$ cat src/rtl/counter_ctrl.sv
// Sequencer that arbitrates two requesters and drives a preloadable up/down counter.
// Optional early stop on ctr_detect: define COUNTER_CTRL_DETECT_STOP_EN.
module counter_ctrl #(
    parameter int WIDTH = 4
) (
    input  logic             clk,
    input  logic             reset,
    input  logic [1:0]       req_valid,
    output logic [1:0]       req_ready,
    input  logic [WIDTH-1:0] req0_start,
    input  logic [WIDTH-1:0] req1_start,
    input  logic             req0_mode,
    input  logic             req1_mode,
    input  logic [WIDTH-1:0] req0_steps,
    input  logic [WIDTH-1:0] req1_steps,
    output logic             ctr_enable,
    output logic             ctr_preload,
    output logic             ctr_mode,
    output logic [WIDTH-1:0] ctr_preload_data,
    input  logic             ctr_detect,
    input  logic [WIDTH-1:0] ctr_result,
    output logic             busy,
    output logic             done,
    output logic             done_id,
    output logic [WIDTH-1:0] done_result,
    output logic             done_early
);

    // state | meaning
    // IDLE  | waiting for a request, req_ready offered to round-robin winner
    // LOAD  | one cycle preloading the counter with the captured start
    // RUN   | counter enabled, remaining counts down the requested steps
    // DONE  | one-cycle completion pulse
    typedef enum logic [1:0] {IDLE, LOAD, RUN, DONE} state_t;

    state_t            state, state_nxt;
    logic [WIDTH-1:0]  remaining, remaining_nxt;
    logic [WIDTH-1:0]  cap_start, cap_steps;
    logic              cap_mode, cap_id;
    logic              last_grant;
    logic [1:0]        grant;
    logic              transfer;

    always_comb begin
        grant = 2'b00;
        case (req_valid)
            2'b01:   grant = 2'b01;
            2'b10:   grant = 2'b10;
            2'b11:   grant = last_grant ? 2'b01 : 2'b10;
            default: grant = 2'b00;
        endcase
    end

    assign req_ready = (state == IDLE && !reset) ? grant : 2'b00;
    assign transfer  = |(req_valid & req_ready);
    assign busy      = (state != IDLE);

`ifdef COUNTER_CTRL_DETECT_STOP_EN
    logic early_r, early_nxt;
`endif

    always_ff @(posedge clk or posedge reset) begin
        if (reset) begin
            state      <= IDLE;
            remaining  <= '0;
            cap_start  <= '0;
            cap_steps  <= '0;
            cap_mode   <= 1'b0;
            cap_id     <= 1'b0;
            last_grant <= 1'b1;
`ifdef COUNTER_CTRL_DETECT_STOP_EN
            early_r    <= 1'b0;
`endif
        end else begin
            state     <= state_nxt;
            remaining <= remaining_nxt;
`ifdef COUNTER_CTRL_DETECT_STOP_EN
            early_r   <= early_nxt;
`endif
            if (transfer) begin
                cap_start  <= req_ready[1] ? req1_start : req0_start;
                cap_mode   <= req_ready[1] ? req1_mode  : req0_mode;
                cap_steps  <= req_ready[1] ? req1_steps : req0_steps;
                cap_id     <= req_ready[1];
                last_grant <= req_ready[1];
            end
        end
    end

    always_comb begin
        state_nxt        = state;
        remaining_nxt    = remaining;
        ctr_enable       = 1'b0;
        ctr_preload      = 1'b0;
        ctr_mode         = 1'b0;
        ctr_preload_data = '0;
        done             = 1'b0;
        done_id          = 1'b0;
`ifdef COUNTER_CTRL_DETECT_STOP_EN
        early_nxt        = early_r;
`endif
        unique case (state)
            IDLE: begin
                if (transfer) begin
                    state_nxt = LOAD;
`ifdef COUNTER_CTRL_DETECT_STOP_EN
                    early_nxt = 1'b0;
`endif
                end
            end
            LOAD: begin
                ctr_preload      = 1'b1;
                ctr_preload_data = cap_start;
                ctr_mode         = cap_mode;
                remaining_nxt    = cap_steps;
                state_nxt        = (cap_steps == '0) ? DONE : RUN;
            end
            RUN: begin
                ctr_enable    = 1'b1;
                ctr_mode      = cap_mode;
                remaining_nxt = remaining - WIDTH'(1);
                if (remaining == WIDTH'(1)) begin
                    state_nxt = DONE;
                end
`ifdef COUNTER_CTRL_DETECT_STOP_EN
                else if (ctr_detect) begin
                    state_nxt = DONE;
                    early_nxt = 1'b1;
                end
`endif
            end
            DONE: begin
                done      = 1'b1;
                done_id   = cap_id;
                state_nxt = IDLE;
            end
            default: state_nxt = IDLE;
        endcase
    end

    assign done_result = done ? ctr_result : '0;

`ifdef COUNTER_CTRL_DETECT_STOP_EN
    assign done_early = done & early_r;
`else
    // Detect has no effect in this build; keep the port for drop-in pin compatibility.
    logic unused_detect;
    assign unused_detect = ctr_detect;
    assign done_early    = 1'b0;
`endif

endmodule

$ cat config.mk
export PLATFORM = sky130hd
export DESIGN_NAME = counter_ctrl
export DESIGN_NICKNAME = d
export VERILOG_FILES = /design/src/rtl/counter_ctrl.sv
export SDC_FILE = /design/constraint.sdc
export NUM_CORES = 1
export LEC_CHECK = 0
export CAP_MARGIN = 0
export CORE_MARGIN = 1.5
export CORE_UTILIZATION = 45
export CTS_CLUSTER_DIAMETER = 30
export CTS_CLUSTER_SIZE = 16
export DETAILED_ROUTE_END_ITERATION = 7
export PLACE_DENSITY = 0.93
export SLEW_MARGIN = 5
export SYNTH_ARGS = -nofsm -noshare
export SYNTH_HDL_FRONTEND = slang
export SYNTH_SLANG_ARGS = --single-unit
$ cat constraint.sdc
create_clock -name clk -period 2.8 [get_ports clk]
set_input_delay 0.42 -clock clk [delete_from_list [all_inputs] [get_ports clk]]
set_output_delay 0.42 -clock clk [all_outputs]
set_load 0.1 [all_outputs]
==> impl_metrics.ini, run 1 <==
[status]
outcome = complete, no violations

[setup_path]
path_max_fanout = 10
critPathKind = reg2out
worstRegToRegCells = 6
cp-end-kind = output port
worstPathCellList = inv_1 -> ha_1 -> nor2b_4 -> and3_2 -> buf_12
start_kind = flop
arrival_ps = 1880
crit_slowest_cell = dfrtp_1
required_ps = 2380
max_stage_delay_ps = 420

[clocking]
postCtsSetupRepairBufs = 0
cts_hold_buffers = 0
ctsHtreeMaxLevel = 1
cts_resized = 0
cts_made_buffers = 3
cts_root_buffer = clkbuf_4
clkSinkCount = 17
worstSkewPairLatency_ps = 300
cts.path.max_buffers = 2
clkTransAtPathRegs_ps = 110
cts_tree = yes

[timing]
min_period_over_period_pct = 82.1
rsz0062_at_grt = no
relSlewSlack_pct = 58.4
tns_ps = 0
worstMarginPinSlew_ps = 623
timing.fmax_ghz = 0.435
setup_viol = 0
finalMaxSlewViolations = 0
finClkSkew_ps = 10.1
final.setup.worst_slack_ps = 500
fin_crit_ps = 2300
hold_viol = 0

[yosys]
synth_cell_types = 27
syn_area_um2 = 1020
synth_top_area_share_pct = 39.1
seq_area_frac_synth_pct = 41.6
synth_cells = 118
ys_top_cells_by_area = dfrtp_1, ha_1, a21oi_1, and2_1, nor2_1
yosysTopAreaCell = dfrtp_1
synth-seq-cells = 17
synth_warnings = 0
syn_avg_cell_area_um2 = 8.68
syn_nets = 152

[run]
cap_violations = 0

[detailed_routing]
drcViolationCount = 0
wire_per_inst_um = 13.8
finalWirelength_um = 2560
viasPerCell = 5.17
drt_pass1_iterations = 6
postRouteAntennaNets = 0
vias = 962
first_iter_violations = 15

[cells_and_area]
nets = 193
area_growth_pct = 42.5
final_cell_count_no_fill = 186
n_fill_cell = 189
final_util_pct = 66.6
num_antenna_cells = 0
drive_above_1_share_pct = 15.8

[worst_hold_path]
hold_class = reg2reg
hold_path_depth = 2

[placement]
gp_congestion = 0.802
hpwl_um = 1990
port_buffers = 41
pre_cts_ws_ps = 737
dp.cells = 182

[global_route]
grt.total_usage_pct = 21.4
antenna_found_initial = 0
grt_pass1_vias = 917
grt_max_degree = 18
grt_pass1_wl_um = 4050
grt_remaining_overflow = 0

[floorplanning]
dieHeight_um = 50.7
core-area_um2 = 2190
initial_utilization_pct = 46.8
die_w_um = 50.7
num_io_pins = 44
dieArea_um2 = 2570
num_rows = 17
critical path, delay by kind of cell, from the launching register on:
kind                       cells  cell delay (ps)
DFF                            1              420
buffers and inverters          2              370
adders and majority gates      1              220
and+or+nand+nor                2              570
routing by layer:
layer	part of all wire [%]	global-route usage, %
met5	0	0
met1	39	23.7
met4	0.51	4.95
met2	56	39.7
met3	4.3	6.55
path summary, 6_finish.rpt:
path                                           from  slack [ps]                        to
hold reg to reg            cap_start[0]$_DFFE_PP0P_         480  cap_start[0]$_DFFE_PP0P_
hold / removal             cap_start[0]$_DFFE_PP0P_         480  cap_start[0]$_DFFE_PP0P_
setup reg to reg               state[0]$_DFFE_PP0P_         940      state[1]$_DFFE_PP0P_
min in group asynchronous                     reset         570        cap_id$_DFFE_PP0P_
max in group asynchronous                     reset        1820      state[1]$_DFFE_PP0P_
setup / recovery               state[0]$_DFFE_PP0P_         500              req_ready[1]
per-stage QoR:
step / hold slack (ps) / area, µm²
final: 485 / 1460
after global routing: 533 / 1460
after CTS: 487 / 1460
after detailed placement: 462 / 1430
after global placement: 454 / 1430
after floorplan: 345 / 1020
sequential cells by signal, summed over array words and instances (netlist names):
name / flops
state: 2
remaining: 4
cap_steps: 4
last_grant: 1
cap_mode: 1
cap_id: 1
cap_start: 4
cell families after synthesis:
kind of cell / share of synthesized area (%)
muxes: 6.11
buffers and inverters: 5.74
adders and majority gates: 8.55
AOI/OAI and AO/OA: 15.4
and+or+nand+nor: 22.2
other: 0.366
DFF: 41.6
cell type report:
cell class	instances	area, µm²	area share, %
timing repair buffer	42	403	27.6
tap	28	35.0	2.40
clock buffer	3	22.5	1.54
sequential	17	427	29.2
inverter	7	26.3	1.80
clock inverter	1	7.51	0.514
multi-input combinational	88	539	36.9
cell usage after synthesis, drive strengths merged:
library cell  number
mux2i              4
nor2              16
dfstp              1
ha                 7
nand3              2
nand2b             3
conb               1
or4b               1
and3               2
nand2              9
a22o               1
o21a               1
inv                7
o31ai              1
nor2b              1
a21oi             16
buf                4
o21ai             10
clkbuf             2
mux2               2
dfrtp             16
nor3               1
and2              10
cells in the final DEF (no fill, tap or decap), types with 2 or more instances in the layout:
master,count
mux2_1,2
ha_1,7
a21oi_1,16
nand2_1,9
o21ai_1,5
dfrtp_1,16
and2_1,10
mux2i_1,4
buf_12,2
buf_4,15
o21ai_0,4
clkdlybuf4s50_1,25
nor2_1,16
nand2b_1,3
clkbuf_4,3
nand3_1,2
inv_1,7
Power of run 1 is not shown: default switching activity piles up to over one toggle a cycle in this logic, so the estimate is an artifact.
==> run 2, diff against run 1 <==
CORE_UTILIZATION = 37   (was 45)
PLACE_DENSITY = 0.83   (was 0.93)
clock period = 1.9 ns   (was 2.8 ns; I/O delays follow)
==> run 2 against run 1 <==
  * Core utilization rose by 2.0 points
  * Highest routed layer unchanged
  * Setup slack got worse by 470 ps
  * Global-route usage fell by 3.1 points
  * Final area rose by 20%
  * Largest cell class is now buffers
  * Clock skew fell by 1.7 ps
  * Register-to-register slack got worse by 720 ps
  * Die area rose by 20%
==> impl_metrics.ini, run 2 (same netlist as run 1, synthesis figures left out) <==
[detailed_routing]
vias = 995
wire_per_inst_um = 13.7
finalWirelength_um = 2700
first_iter_violations = 11
viasPerCell = 5.05
drt_pass1_iterations = 4
drcViolationCount = 0
postRouteAntennaNets = 0

[clocking]
clkTransAtPathRegs_ps = 110
cts_made_buffers = 3
cts_root_buffer = clkbuf_4
worstSkewPairLatency_ps = 310
cts_tree = yes
clkSinkCount = 17
cts.path.max_buffers = 2
ctsHtreeMaxLevel = 1

[setup_path]
path_max_fanout = 5
arrival_ps = 1580
required_ps = 1620
start_kind = flop
critPathKind = reg2out
cp-end-kind = output port

[power]
p_leak_nw = 0.753
p_clk_share_pct = 5.9
combPwrFrac_pct = 74.7
seqPwrFrac_pct = 19.3
total_power_mw = 3.52
ir_worst_vdd_mv = 1.42
power-per-cell-area_nw_per_um2 = 2020
p_switching_mw = 1.86
netSwitchingFraction_pct = 52.8
internal_power_mw = 1.66

[status]
outcome = complete, no violations

[floorplanning]
dieHeight_um = 55.6
num_rows = 18
die_w_um = 55.6
core-area_um2 = 2540
initial_utilization_pct = 40.3
num_io_pins = 44
dieArea_um2 = 3090

[placement]
hpwl_um = 2090
gp_congestion = 0.804
port_buffers = 41
pre_cts_ws_ps = 85.9
dp.cells = 188

[timing]
worstMarginPinSlew_ps = 658
setup_viol = 0
hold_slack_ps = 452
timing.fmax_ghz = 0.535
hold_viol = 0
finClkSkew_ps = 8.48
rsz0062_at_grt = yes
fin_crit_ps = 1870
relSlewSlack_pct = 56.1
finalMaxSlewViolations = 0
min_period_over_period_pct = 98.4
final.setup.worst_slack_ps = 30.8

[cells_and_area]
final_cell_count_no_fill = 197
top_regs = cap_start x4, cap_steps x4, remaining x4
area_growth_pct = 70.5
final_cell_mix = clkdlybuf4s50_1, nor2_1, a21oi_1, dfrtp_1, buf_12
num_antenna_cells = 0
nets = 202
mostFrequentLayoutCell = clkdlybuf4s50_1
final_util_pct = 68.6
drive_above_1_share_pct = 30.5

[global_route]
antenna_found_initial = 0
grt_pass1_vias = 1022
grt_pass1_wl_um = 4530
grt_max_degree = 18
grt_remaining_overflow = 0
grt.total_usage_pct = 18.3

[worst_hold_path]
hold_class = in2async

[run]
cap_violations = 0
[run 2: through the flow]
step	setup TNS (ps)	instance area, µm²
final	0	1750
after global routing	-51.4	1750
after CTS	0	1720
after detailed placement	0	1660
after global placement	0	1660
after floorplan	-245	1040
[run 2: layer usage]
layer,global-route usage (%),wire length [µm]
met3,4.42,127
met5,0,0
met1,21.6,1060
met2,33.8,1500
met4,3.14,15
[run 2: timing repair]
action | 4_1_cts | 5_1_grt
pin swaps | 1 | 1
hold buffers | 0 | 0
cloned | 0 | 0
endpoints found under the setup margin | 2 | 6
buffers inserted | 3 | 2
resized for setup | 4 | 2
[run 2: area by class of cell]
class	instances	area [µm²]
multi-input cells	88	581
flip-flops and latches	17	427
fillers	195	798
repair buffers	51	646
clock inverters	1	7.51
inverters	7	26.3
clock buffers	3	22.5
well taps	30	37.5
[run 2: worst paths after layout]
| path | start | end | slack [ps] | cells after the start |
|---|---|---|---|---|
| max | state[0]$_DFFE_PP0P_ | ctr_preload_data[0] | 30 | 5 |
| min | reset | cap_steps[0]$_DFFE_PP0P_ | 450 | 2 |
| max reg2reg | state[0]$_DFFE_PP0P_ | state[0]$_DFFE_PP0P_ | 220 | 7 |
| min reg2reg | cap_start[3]$_DFFE_PP0P_ | cap_start[3]$_DFFE_PP0P_ | 490 | 2 |
| max in group asynchronous | reset | state[0]$_DFFE_PP0P_ | 1020 | 2 |
| min in group clk | cap_start[3]$_DFFE_PP0P_ | cap_start[3]$_DFFE_PP0P_ | 490 | 2 |
[run 2: power groups by stage]
stage	logic, mW	clock network [mW]	registers [mW]
after floorplan	1.68	0	0.655
after global placement	2.45	0	0.682
after detailed placement	2.52	0	0.698
after CTS	2.59	0.209	0.676
after global routing	2.79	0.225	0.706
final	2.63	0.209	0.681
[run 2: worst max-delay path: stages, from the launching register on]
cell and delay (ps):
dfrtp_1 410, buf_4 150, ha_2 180, buf_4 160, and2_2 210, buf_12 170
Note: power is estimated with default switching activity, not from simulation.
